$ cat src/rtl/dctq_block_sched_if.sv
// Bundle of the host row stream, the DCTQ input-RAM write port and the
// DCTQ controller handshake for dctq_block_sched.
//
// Handshakes: a host row moves on a rising edge where host_valid and
// host_ready are both 1; host_data must be stable while host_valid waits.
// start is a single-cycle pulse, only ever raised while ready is 1.
// A block completes on any cycle with dctq_valid = 1 and addr = 63.
interface dctq_block_sched_if #(
    parameter int FB_W = 16
);
    logic            frame_go;
    logic [FB_W-1:0] frame_blocks;
    logic            host_valid;
    logic [63:0]     host_data;
    logic            host_ready;
    logic [63:0]     di;
    logic            din_valid;
    logic [2:0]      wa;
    logic [7:0]      be;
    logic            start;
    logic            ready;
    logic            dctq_valid;
    logic [5:0]      addr;
    logic            busy;
    logic            frame_done;
    logic [1:0]      state_dbg;

    modport slave (
        input  frame_go, frame_blocks, host_valid, host_data,
               ready, dctq_valid, addr,
        output host_ready, di, din_valid, wa, be, start, busy,
               frame_done, state_dbg
    );

    modport master (
        output frame_go, frame_blocks, host_valid, host_data,
               ready, dctq_valid, addr,
        input  host_ready, di, din_valid, wa, be, start, busy,
               frame_done, state_dbg
    );
endinterface

$ cat src/rtl/dctq_block_sched.sv
// Frame scheduler in front of a DCTQ core: loads eight host rows per 8x8
// block into the DCTQ input RAM, fires start once a block is complete, and
// keeps at most two blocks in flight inside the DCTQ until the frame ends.
// The interface instance must use the same FB_W as this module.
module dctq_block_sched #(
    parameter int FB_W = 16
) (
    input  logic                 clk,
    input  logic                 reset_n,
    dctq_block_sched_if.slave    bus
);
    typedef enum logic [1:0] {
        S_IDLE  = 2'd0,
        S_LOAD  = 2'd1,
        S_PEND  = 2'd2,
        S_DRAIN = 2'd3
    } state_t;

    state_t          state_q, state_d;
    logic [FB_W-1:0] fb_q;
    logic [FB_W-1:0] blk_in_q;
    logic [FB_W-1:0] blk_out_q;
    logic [FB_W-1:0] in_flight;
    logic [FB_W:0]   blk_in_next;
    logic [2:0]      row_q;
    logic [63:0]     di_q;
    logic [2:0]      wa_q;
    logic [7:0]      be_q;
    logic            din_valid_q;
    logic            go_ok;
    logic            row_acc;
    logic            blk_done;
    logic            start_c;
    logic            frame_done_c;

    // A zero-block frame_go is treated as if it never happened.
    assign go_ok       = bus.frame_go && (bus.frame_blocks != '0);
    assign row_acc     = bus.host_valid && (state_q == S_LOAD);
    // Completions are only meaningful inside a frame.
    assign blk_done    = bus.dctq_valid && (bus.addr == 6'd63) && (state_q != S_IDLE);
    assign in_flight   = blk_in_q - blk_out_q;
    // One extra bit so the last-block test cannot wrap at 2^FB_W - 1.
    assign blk_in_next = {1'b0, blk_in_q} + {{FB_W{1'b0}}, 1'b1};

    // Next-state and the combinational strobes derived from state.
    always_comb begin
        state_d      = state_q;
        start_c      = 1'b0;
        frame_done_c = 1'b0;
        case (state_q)
            S_IDLE: begin
                if (go_ok) state_d = S_LOAD;
            end
            S_LOAD: begin
                if (row_acc && (row_q == 3'd7)) state_d = S_PEND;
            end
            S_PEND: begin
                // din_valid low means row 7 has already landed in the RAM.
                if (bus.ready && (in_flight < FB_W'(2)) && !din_valid_q) begin
                    start_c = 1'b1;
                    state_d = (blk_in_next < {1'b0, fb_q}) ? S_LOAD : S_DRAIN;
                end
            end
            S_DRAIN: begin
                if (blk_out_q == fb_q) begin
                    frame_done_c = 1'b1;
                    state_d      = S_IDLE;
                end
            end
            default: state_d = S_IDLE;
        endcase
    end

    // State register and the frame / block counters.
    always_ff @(posedge clk) begin
        if (!reset_n) begin
            state_q   <= S_IDLE;
            fb_q      <= '0;
            blk_in_q  <= '0;
            blk_out_q <= '0;
            row_q     <= 3'd0;
        end else begin
            state_q <= state_d;
            if ((state_q == S_IDLE) && go_ok) begin
                fb_q      <= bus.frame_blocks;
                blk_in_q  <= '0;
                blk_out_q <= '0;
                row_q     <= 3'd0;
            end else begin
                if (start_c)  blk_in_q  <= blk_in_q + FB_W'(1);
                if (blk_done) blk_out_q <= blk_out_q + FB_W'(1);
                if (row_acc)  row_q     <= row_q + 3'd1;
            end
        end
    end

    // Registered RAM write port; data and address hold between writes.
    always_ff @(posedge clk) begin
        if (!reset_n) begin
            di_q        <= 64'd0;
            wa_q        <= 3'd0;
            be_q        <= 8'd0;
            din_valid_q <= 1'b0;
        end else if (row_acc) begin
            di_q        <= bus.host_data;
            wa_q        <= row_q;
            be_q        <= 8'hFF;
            din_valid_q <= 1'b1;
        end else begin
            be_q        <= 8'd0;
            din_valid_q <= 1'b0;
        end
    end

    assign bus.host_ready = (state_q == S_LOAD);
    assign bus.busy       = (state_q != S_IDLE);
    assign bus.start      = start_c;
    assign bus.frame_done = frame_done_c;
    assign bus.di         = di_q;
    assign bus.wa         = wa_q;
    assign bus.be         = be_q;
    assign bus.din_valid  = din_valid_q;
    assign bus.state_dbg  = state_q;
endmodule

$ cat src/flat_wrapper.sv
// flat-port wrapper written by rule: the top's interface ports become plain ports
module dctq_block_sched_flat 
#(
    parameter int FB_W = 16
)
  (clk, reset_n, bus_frame_go, bus_frame_blocks, bus_host_valid, bus_host_data, bus_ready, bus_dctq_valid, bus_addr, bus_host_ready, bus_di, bus_din_valid, bus_wa, bus_be, bus_start, bus_busy, bus_frame_done, bus_state_dbg);
  dctq_block_sched_if #(.FB_W(FB_W)) bus_i ();
  input  logic clk;
  input  logic reset_n;
  input wire logic [$bits(bus_i.frame_go)-1:0] bus_frame_go;
  input wire logic [$bits(bus_i.frame_blocks)-1:0] bus_frame_blocks;
  input wire logic [$bits(bus_i.host_valid)-1:0] bus_host_valid;
  input wire logic [$bits(bus_i.host_data)-1:0] bus_host_data;
  input wire logic [$bits(bus_i.ready)-1:0] bus_ready;
  input wire logic [$bits(bus_i.dctq_valid)-1:0] bus_dctq_valid;
  input wire logic [$bits(bus_i.addr)-1:0] bus_addr;
  output wire logic [$bits(bus_i.host_ready)-1:0] bus_host_ready;
  output wire logic [$bits(bus_i.di)-1:0] bus_di;
  output wire logic [$bits(bus_i.din_valid)-1:0] bus_din_valid;
  output wire logic [$bits(bus_i.wa)-1:0] bus_wa;
  output wire logic [$bits(bus_i.be)-1:0] bus_be;
  output wire logic [$bits(bus_i.start)-1:0] bus_start;
  output wire logic [$bits(bus_i.busy)-1:0] bus_busy;
  output wire logic [$bits(bus_i.frame_done)-1:0] bus_frame_done;
  output wire logic [$bits(bus_i.state_dbg)-1:0] bus_state_dbg;
  assign bus_i.frame_go = bus_frame_go;
  assign bus_i.frame_blocks = bus_frame_blocks;
  assign bus_i.host_valid = bus_host_valid;
  assign bus_i.host_data = bus_host_data;
  assign bus_i.ready = bus_ready;
  assign bus_i.dctq_valid = bus_dctq_valid;
  assign bus_i.addr = bus_addr;
  assign bus_host_ready = bus_i.host_ready;
  assign bus_di = bus_i.di;
  assign bus_din_valid = bus_i.din_valid;
  assign bus_wa = bus_i.wa;
  assign bus_be = bus_i.be;
  assign bus_start = bus_i.start;
  assign bus_busy = bus_i.busy;
  assign bus_frame_done = bus_i.frame_done;
  assign bus_state_dbg = bus_i.state_dbg;
  dctq_block_sched #(.FB_W(FB_W)) u_core (.clk(clk), .reset_n(reset_n), .bus(bus_i));
endmodule
$ cat config.mk
export PLATFORM = sky130hd
export DESIGN_NAME = dctq_block_sched_flat
export DESIGN_NICKNAME = d
export VERILOG_FILES = /design/src/rtl/dctq_block_sched_if.sv /design/src/rtl/dctq_block_sched.sv /design/src/flat_wrapper.sv
export SDC_FILE = /design/constraint.sdc
export NUM_CORES = 1
export LEC_CHECK = 0
export CAP_MARGIN = 0
export CORE_ASPECT_RATIO = 2
export CORE_MARGIN = 4
export CORE_UTILIZATION = 25
export DETAILED_ROUTE_END_ITERATION = 6
export PLACE_DENSITY = 0.57
export SLEW_MARGIN = 20
export SYNTH_ARGS = -nofsm -noshare
export SYNTH_HDL_FRONTEND = slang
export SYNTH_SLANG_ARGS = --single-unit
export TNS_END_PERCENT = 30
$ cat constraint.sdc
create_clock -name clk -period 7.19 [get_ports clk]
set_input_delay 1.438 -clock clk [delete_from_list [all_inputs] [get_ports clk]]
set_output_delay 1.438 -clock clk [all_outputs]
set_load 0.02 [all_outputs]
==> impl_metrics.json, run 1 <==
{
  "port_buffers": 173,
  "ir_drop_mv": 0.254,
  "setup_violations": 0,
  "cp-start-kind": "primary input",
  "gp_congestion": 0.914,
  "ys_seq_area_share_pct": 37.3,
  "syn_nets": 943,
  "start_util_pct": 25.3,
  "grt_pass1_wl_mm": 32.0,
  "htreeDepth": 4,
  "reg2reg_slack_ns": 3.45,
  "crit_fanout": 2,
  "syn_to_final_growth_pct": 41.6,
  "crit_path_max_incr_delay_ns": 0.62,
  "power-per-cell-area_nw_per_um2": 214,
  "cpMaxStageDelayCell": "clkdlybuf4s50_1",
  "layout-drive-gt1-share_pct": 4.70,
  "cts_hold_buf": 0,
  "ys_async_sr_fraction_pct": 0,
  "yosysTopAreaCell": "dfxtp_1",
  "drt-initial-drc-count": 250,
  "max_slew_margin_pct": 33.8,
  "slew_viol_final": 0,
  "endpoint_kind": "output pin",
  "clk_path_buf_depth": 2,
  "num_rows": 83,
  "synth_warnings": 0,
  "period_minus_slack_ns": 5.84,
  "clock_sinks": 121,
  "antenna_left": 0,
  "core-area_sq_um": 25700,
  "synthTopCellsByArea": "dfxtp_1 37%, nand2_1 10%, a21oi_1 6.7%, ha_1 6.4%, mux2i_1 5.2%",
  "worstHoldPathType": "flip-flop to flip-flop",
  "hold_viol_final": 0,
  "yosys.area.top_type_share_pct": 37.3,
  "outcome": "complete, no violations",
  "post_drt_wl_per_cell_um": 15.4,
  "cts-resized-gates": 0,
  "clockRootBuffer": "clkbuf_16",
  "syn-cell-area_sq_um": 6490,
  "crit_arrival_ns": 4.40,
  "synth.distinct_cells": 60,
  "path_class": "primary input to output pin",
  "drc": 0,
  "vias": 5984,
  "fin_setup_tns_ns": 0,
  "viasPerCell": 4.54,
  "leakage_nw": 3.65,
  "max_freq_ghz": 0.171,
  "synth-edff-count": 0,
  "min_period_over_period_pct": 81.2,
  "rsz0062_at_grt": "no",
  "fin_nets": 1092,
  "cpMostUsedCell": "clkdlybuf4s50_1",
  "grt-ovfl-total": 0,
  "ios": 174,
  "routed_wl_mm": 20.3,
  "grt_max_degree": 86,
  "clkTransAtPathRegs_ns": 0.06,
  "required_ns": 5.75,
  "synth-seq-cells": 121,
  "max_slew.worst_pin.slew_ns": 0.989,
  "mostFrequentLayoutCell": "nand2_1",
  "yosys_most_used_dff": "dfxtp_1",
  "crit_family": "buffers and inverters",
  "syn-mean-instance-area_sq_um": 7.95,
  "cts_tree": "built",
  "dieWidth_um": 122,
  "first_pass_iters": 4,
  "grt_antenna_before_repair": 0,
  "grt_pass1_vias": 6069,
  "cts_inserted_buffers": 17,
  "design.die.area_sq_um": 28800,
  "cap_violations": 0,
  "mostFrequentLayoutCells": "179 x nand2_1, 173 x clkdlybuf4s50_1, 121 x dfxtp_1",
  "dp_hpwl_mm": 15.8,
  "dieHeight_um": 236,
  "insertion_delay_ns": 0.42,
  "worstPathBufferInverterCount": 2,
  "syn_inst": 817,
  "finClkSkew_ns": 0.00826,
  "cts_setup_buffers": 0,
  "antennaDiodeCount": 0,
  "power_w": 0.00197,
  "gr-usage-all-layers_pct": 14.2,
  "cp_cell_sequence": "clkdlybuf4s50_1, nand2_1, a2111oi_4, o2111ai_1, or3_4, a2111o_1, nor4_1, and3_1, clkdlybuf4s50_1"
}
[kinds of logic after synthesis]
family / count (synthesis) / synth area share [%]
adder cells (fa/ha/maj): 34 / 6.67
flip-flops: 121 / 37.3
buffers and inverters: 86 / 5.67
XOR/XNOR: 54 / 7.29
multiplexers: 34 / 5.24
AO/OA/AOI/OAI: 134 / 12.6
AND/OR/NAND/NOR: 354 / 25.2
[worst register-to-register path, delay by kind of cell, from the launching register on]
family	cells	cell delay, ns
XOR/XNOR	1	0.24
AND/OR/NAND/NOR	3	1.52
flip-flops	1	0.43
AO/OA/AOI/OAI	2	0.71
adder cells (fa/ha/maj)	1	0.43
multiplexers	1	0.19
buffers and inverters	1	0.12
[synth_stat cells, drive strengths merged, types with 17 or more instances]
library cell,n
nand2b,18
a21oi,87
mux2i,34
clkbuf,34
nand2,180
nand4,20
xnor2,37
ha,33
xor2,17
dfxtp,121
inv,39
nor2,55
nand3,21
[final timing paths]
path / startpoint / endpoint / depth (start not counted)
worst max register to register: u_core.blk_out_q[5]$_SDFFE_PP0P_ / u_core.blk_in_q[0]$_SDFFE_PP0P_ / 9
worst min register to register: u_core.bus.di[7]$_SDFFE_PN0P_ / u_core.bus.di[7]$_SDFFE_PN0P_ / 2
worst max-delay path: bus_ready / bus_start / 9
worst min-delay path: u_core.bus.di[7]$_SDFFE_PN0P_ / u_core.bus.di[7]$_SDFFE_PN0P_ / 2
[report_power, final]
part	switching, W	internal, W	total (W)
Clock	0.000310	0.000740	0.00105
Sequential	0.0000159	0.000692	0.000708
Combinational	0.000101	0.000106	0.000207
Total	0.000428	0.00154	0.00197
[flip-flops by register name, indices dropped and copies added (netlist names)]
register	count
u_core.bus.di	64
u_core.fb_q	16
u_core.blk_out_q	16
u_core.row_q	3
u_core.blk_in_q	16
u_core.bus.state_dbg	2
u_core.bus.be	1
u_core.bus.wa	3
[final cells by class]
class / count / area [sq um]
Tap cell: 340 / 425
Sequential cell: 121 / 2420
Fill cell: 2697 / 16500
Clock inverter: 11 / 265
Timing Repair Buffer: 177 / 1760
Clock buffer: 21 / 460
Multi-Input combinational cell: 610 / 3710
Inverter: 39 / 146
[per-layer routing]
metal	up-vias	part of all wire [%]	global-route usage (%)
met4	0	3.8	6.97
met5	-	0	0
met2	162	56	27.1
met1	2730	35	13.7
li1	3059	-	-
met3	33	5.1	3.81
[stage by stage]
stage          utilization (%)  worst slack, ns  hold slack, ns  instances  cell area, sq um
2_1_floorplan                -             2.52           0.449        817              6490
6_report                  35.8             1.35           0.450       1319              9190
3_3_place_gp              33.0             1.27           0.441       1287              8460
4_1_cts                   35.8             1.32           0.454       1319              9190
5_1_grt                   35.8             1.20           0.468       1319              9190
3_5_place_dp              33.0             1.32           0.446       1287              8460
(Power assumes the default switching activity.)
==> inputs of run 2 (changes only) <==
Settings changed: PLACE_DENSITY 0.57 to 0.59.
Clock period 7.19 ns to 5.3 ns, I/O delays scaled along.
==> impl_metrics.json, run 2 (synthesis results as in run 1) <==
{
  "cpMaxStageDelayCell": "fa_1",
  "dieWidth_um": 122,
  "cts_inserted_buffers": 17,
  "path_class": "flip-flop to output pin",
  "grtUsageMet2_pct": 28.4,
  "largest_register_ffs": 64,
  "max_freq_ghz": 0.211,
  "routed_wl_mm": 20.4,
  "clkTransAtPathRegs_ns": 0.05,
  "max_slew.worst_pin.slew_ns": 0.757,
  "multi_input_area_sq_um": 3710,
  "post_drt_wl_per_cell_um": 15.4,
  "grtUsageMet3_pct": 3.74,
  "fin_setup_tns_ns": 0,
  "num_rows": 83,
  "port_buffers": 173,
  "grt_max_degree": 50,
  "setup_violations": 0,
  "htreeDepth": 4,
  "worstHoldPathType": "flip-flop to flip-flop",
  "crit_arrival_ns": 3.68,
  "nFillCells": 2700,
  "crit_path_max_incr_delay_ns": 0.49,
  "slew_viol_final": 0,
  "clockRootBuffer": "clkbuf_16",
  "use_met1_pct": 12.9,
  "first_pass_iters": 6,
  "drc": 0,
  "crit_family": "simple AND/OR/NAND/NOR gates",
  "crit_fanout": 6,
  "start_util_pct": 25.3,
  "syn_to_final_growth_pct": 40.1,
  "worstPathBufferInverterCount": 1,
  "clock_sinks": 121,
  "grt_pass1_vias": 6088,
  "cts_hold_buf": 0,
  "cap_violations": 0,
  "mostFrequentLayoutCells": "179 x nand2_1, 172 x clkdlybuf4s50_1, 121 x dfxtp_1",
  "insertion_delay_ns": 0.42,
  "viasPerCell": 4.56,
  "cp-start-kind": "flip-flop",
  "register_area_sq_um": 2420,
  "power-per-cell-area_nw_per_um2": 267,
  "max_slew_margin_pct": 49.5,
  "endpoint_kind": "output pin",
  "dp_hpwl_mm": 15.8,
  "clk_path_buf_depth": 2,
  "gr-usage-all-layers_pct": 14.2,
  "layout-drive-gt1-share_pct": 4.89,
  "seq_power_share_pct": 39.5,
  "rsz0062_at_grt": "no",
  "vias": 6028,
  "clockPowerShare_pct": 48.8,
  "grt-ovfl-total": 0,
  "power_frac_comb_pct": 11.7,
  "dieHeight_um": 236,
  "dp_slack_ns": 0.193,
  "fin_nets": 1095,
  "intPower_w": 0.00187,
  "ios": 174,
  "cp_cell_sequence": "and2b_1, fa_1, nand2_1, a2111oi_4, o2111ai_1, or3_4, a2111o_1, nor4_1, and3_1, dlymetal6s2s_1",
  "core-area_sq_um": 25700,
  "required_ns": 4.24,
  "cts_setup_buffers": 0,
  "min_period_over_period_pct": 89.4,
  "mostFrequentLayoutCell": "nand2_1",
  "gp_congestion": 0.895,
  "switching_share_pct": 23.2,
  "final_core_util_pct": 35.5,
  "antenna_left": 0,
  "hold_viol_final": 0,
  "grt_busiest_layer": "met2",
  "ir_drop_mv": 0.316,
  "grt_pass1_wl_mm": 32.0,
  "cts_tree": "built",
  "leakage_nw": 3.63,
  "p_switching_w": 0.000564,
  "finClkSkew_ns": 0.00765,
  "cts-resized-gates": 0,
  "period_minus_slack_ns": 4.74,
  "outcome": "complete, no violations",
  "fin_ws_ns": 0.564,
  "antennaDiodeCount": 0,
  "drt-initial-drc-count": 257,
  "design.die.area_sq_um": 28800,
  "grt_antenna_before_repair": 0
}
-- run 2: layout make-up --
| class | instances | share of cell area (%) |
|---|---|---|
| Sequential cell | 121 | 26.6 |
| Clock buffer | 23 | 5.37 |
| Timing Repair Buffer | 180 | 19.6 |
| Clock inverter | 8 | 1.29 |
| Inverter | 39 | 1.61 |
| Multi-Input combinational cell | 610 | 40.8 |
| Tap cell | 340 | 4.68 |
-- run 2: worst reg2reg max path: stages, from the launching register on --
cell      delay, ns
dfxtp_1        0.44
nand3_1        0.21
nor2_1         0.25
nand3_1        0.24
nor2_1         0.22
and2_1         0.25
nand2_1        0.10
xnor2_1        0.15
ha_1           0.30
a21o_1         0.16
a211o_1        0.33
a311oi_1       0.32
o31a_1         0.18
and4_1         0.20
o22ai_1        0.06
-- run 2: routing by layer --
metal	vias up	share of wire, %
met3	33	4.8
met2	141	57
li1	3064	-
met5	-	0
met4	0	2.9
met1	2790	35
-- run 2: power groups by stage --
stage / combinational, W / clock [W] / sequential, W
floorplan: 0.000112 / 0 / 0.00100
finish: 0.000284 / 0.00119 / 0.000960
global placement: 0.000284 / 0 / 0.000979
CTS: 0.000287 / 0.00122 / 0.000960
detailed placement: 0.000286 / 0 / 0.000980
global route: 0.000307 / 0.00125 / 0.000964
-- run 2: path summary, 6_finish.rpt --
check / from / endpoint / slack (ns) / cells after the start
setup / recovery: u_core.blk_in_q[0]$_SDFFE_PP0P_ / bus_start / 0.56 / 10
hold / removal: u_core.bus.di[15]$_SDFFE_PN0P_ / u_core.bus.di[15]$_SDFFE_PN0P_ / 0.45 / 2
setup reg to reg: u_core.blk_in_q[2]$_SDFFE_PP0P_ / u_core.bus.state_dbg[1]$_SDFFE_PN0P_ / 1.74 / 14
hold reg to reg: u_core.bus.di[15]$_SDFFE_PN0P_ / u_core.bus.di[15]$_SDFFE_PN0P_ / 0.45 / 2
-- run 2: stage by stage --
stage	cell area, sq um	total power (W)	instances	hold WS [ns]
floorplan	6490	0.00111	817	0.449
global placement	8490	0.00126	1290	0.441
detailed placement	8490	0.00127	1290	0.446
CTS	9090	0.00246	1321	0.453
global route	9090	0.00252	1321	0.470
finish	9090	0.00243	1321	0.450
==> inputs of run 3 (changes only) <==
==> constraint.sdc (replaced) <==
create_clock -name clk -period 5.3 [get_ports clk]
set_input_delay 0.53 -clock clk [delete_from_list [all_inputs] [get_ports clk]]
set_output_delay 0.53 -clock clk [all_outputs]
set_load 0.02 [all_outputs]
==> impl_metrics.json, run 3 (synthesis results as in run 1) <==
{
  "endpoint_kind": "output pin",
  "leakage_nw": 3.57,
  "finClkSkew_ns": 0.00331,
  "cts_setup_buffers": 0,
  "worstPathBufferInverterCount": 1,
  "cts_hold_buf": 0,
  "dieHeight_um": 236,
  "path_class": "flip-flop to output pin",
  "min_period_over_period_pct": 86.1,
  "cts_tree": "built",
  "critical_path.endpoint": "bus_start",
  "crit_arrival_ns": 4.03,
  "fin_nets": 1094,
  "outcome": "complete, no violations",
  "vias": 6014,
  "final_core_util_pct": 35.1,
  "grt-ovfl-total": 0,
  "syn_to_final_growth_pct": 38.9,
  "ios": 174,
  "slew_viol_final": 0,
  "fin_setup_tns_ns": 0,
  "ir_drop_mv": 0.356,
  "grt_pass1_vias": 6121,
  "clk_path_buf_depth": 2,
  "port_buffers": 173,
  "cap_violations": 0,
  "antenna_left": 0,
  "post_drt_wl_per_cell_um": 15.6,
  "crit_path_max_incr_delay_ns": 0.63,
  "required_ns": 4.77,
  "largest_register_ffs": 64,
  "grt_max_degree": 52,
  "dp_hpwl_mm": 16.1,
  "gr-usage-all-layers_pct": 14.4,
  "reg2reg_slack_ns": 1.55,
  "postPlaceCellArea_sq_um": 8480,
  "grt_pass1_wl_mm": 32.4,
  "hold_viol_final": 0,
  "core-area_sq_um": 25700,
  "routed_wl_mm": 20.6,
  "insertion_delay_ns": 0.42,
  "postLayoutCellArea_sq_um": 9020,
  "crit-reg2reg-launch": "u_core.blk_out_q[5]$_SDFFE_PP0P_",
  "rr_worst_depth": 9,
  "crit_fanout": 6,
  "cp_cell_sequence": "and2b_1, fa_1, nand2_1, a2111oi_4, o2111ai_1, or3_4, a2111o_1, nor4_1, and3_1, clkdlybuf4s50_1",
  "first_pass_iters": 6,
  "rsz0062_at_grt": "no",
  "cts_inserted_buffers": 17,
  "clock_sinks": 121,
  "mostFrequentLayoutCells": "179 x nand2_1, 173 x clkdlybuf4s50_1, 121 x dfxtp_1",
  "max_slew_margin_pct": 32.3,
  "crit_start": "u_core.blk_in_q[0]$_SDFFE_PP0P_",
  "clockRootBuffer": "clkbuf_16",
  "max_slew.worst_pin.slew_ns": 1.01,
  "drt-initial-drc-count": 243,
  "design.die.area_sq_um": 28800,
  "power_w": 0.00229,
  "mostFrequentLayoutCell": "nand2_1",
  "viasPerCell": 4.55,
  "max_freq_ghz": 0.219,
  "worstHoldPathType": "flip-flop to flip-flop",
  "cpMaxStageDelayCell": "clkdlybuf4s50_1",
  "period_minus_slack_ns": 4.56,
  "power-per-cell-area_nw_per_um2": 254,
  "cts-resized-gates": 0,
  "antennaDiodeCount": 0,
  "crit_family": "simple AND/OR/NAND/NOR gates",
  "htreeDepth": 4,
  "drc": 0,
  "gp_congestion": 0.894,
  "cp-start-kind": "flip-flop",
  "num_rows": 83,
  "grt_antenna_before_repair": 0,
  "setup_violations": 0,
  "start_util_pct": 25.3,
  "layout-drive-gt1-share_pct": 4.79,
  "clkTransAtPathRegs_ns": 0.05,
  "worstReg2RegEnd": "u_core.blk_in_q[1]$_SDFFE_PP0P_",
  "whs_ns": 0.452,
  "dieWidth_um": 122,
  "cp.depth": 10
}
==> run 3: changes by cell type in the layout (fill, tap and decap cells not counted) <==
cell,previous run,this run
clkinvlp_4,1,2
clkinv_2,4,6
buf_4,7,6
clkdlybuf4s50_1,172,173
dlymetal6s2s_1,1,0
bufinv_16,3,0
clkbuf_1,2,3
==> run 3: tightest hold or removal path: cells and delay by family (launching register included) <==
family	cells	cell delay [ns]
and+or+nand+nor	1	0.05
AOI/OAI and AO/OA	1	0.05
DFF	1	0.30
==> run 3: per-layer routing <==
metal  vias up  part of all wire (%)  track usage (%)
li1       3061                     -                -
met1      2766                    34             12.9
met2       153                    58             28.7
met3        34                   4.8             3.81
met4         0                   3.7             6.80
met5         -                     0                0
==> run 3: layout make-up <==
class,count,area (sq um)
clock buffer,24,492
multi-input combinational,610,3710
sequential,121,2420
inverter,39,146
fill,2730,16600
tap,340,425
timing repair buffer,179,1780
clock inverter,8,45.0
==> run 3: through the flow <==
step | worst slack, ns | instances
after global placement | 1.18 | 1289
after floorplan | 1.90 | 817
after global routing | 0.486 | 1321
final | 0.739 | 1321
after detailed placement | 1.16 | 1289
after CTS | 0.696 | 1321
==> run 3: worst min path at each step <==
| stage | from | endpoint | slack, ns | cells after the start |
|---|---|---|---|---|
| after floorplan | u_core.row_q[1]$_SDFFE_PP0P_ | u_core.bus.wa[1]$_SDFFE_PN0P_ | 0.45 | 2 |
| after global placement | u_core.bus.di[45]$_SDFFE_PN0P_ | u_core.bus.di[45]$_SDFFE_PN0P_ | 0.44 | 2 |
| after detailed placement | u_core.bus.di[51]$_SDFFE_PN0P_ | u_core.bus.di[51]$_SDFFE_PN0P_ | 0.45 | 2 |
| after CTS | u_core.bus.di[51]$_SDFFE_PN0P_ | u_core.bus.di[51]$_SDFFE_PN0P_ | 0.45 | 2 |
| after global routing | u_core.bus.di[57]$_SDFFE_PN0P_ | u_core.bus.di[57]$_SDFFE_PN0P_ | 0.47 | 2 |
| final | u_core.bus.di[55]$_SDFFE_PN0P_ | u_core.bus.di[55]$_SDFFE_PN0P_ | 0.45 | 2 |
==> run 3: power by group <==
group	internal, W	switching [W]
clock	0.000641	0.000408
combinational	0.000144	0.000139
sequential	0.000939	0.0000212
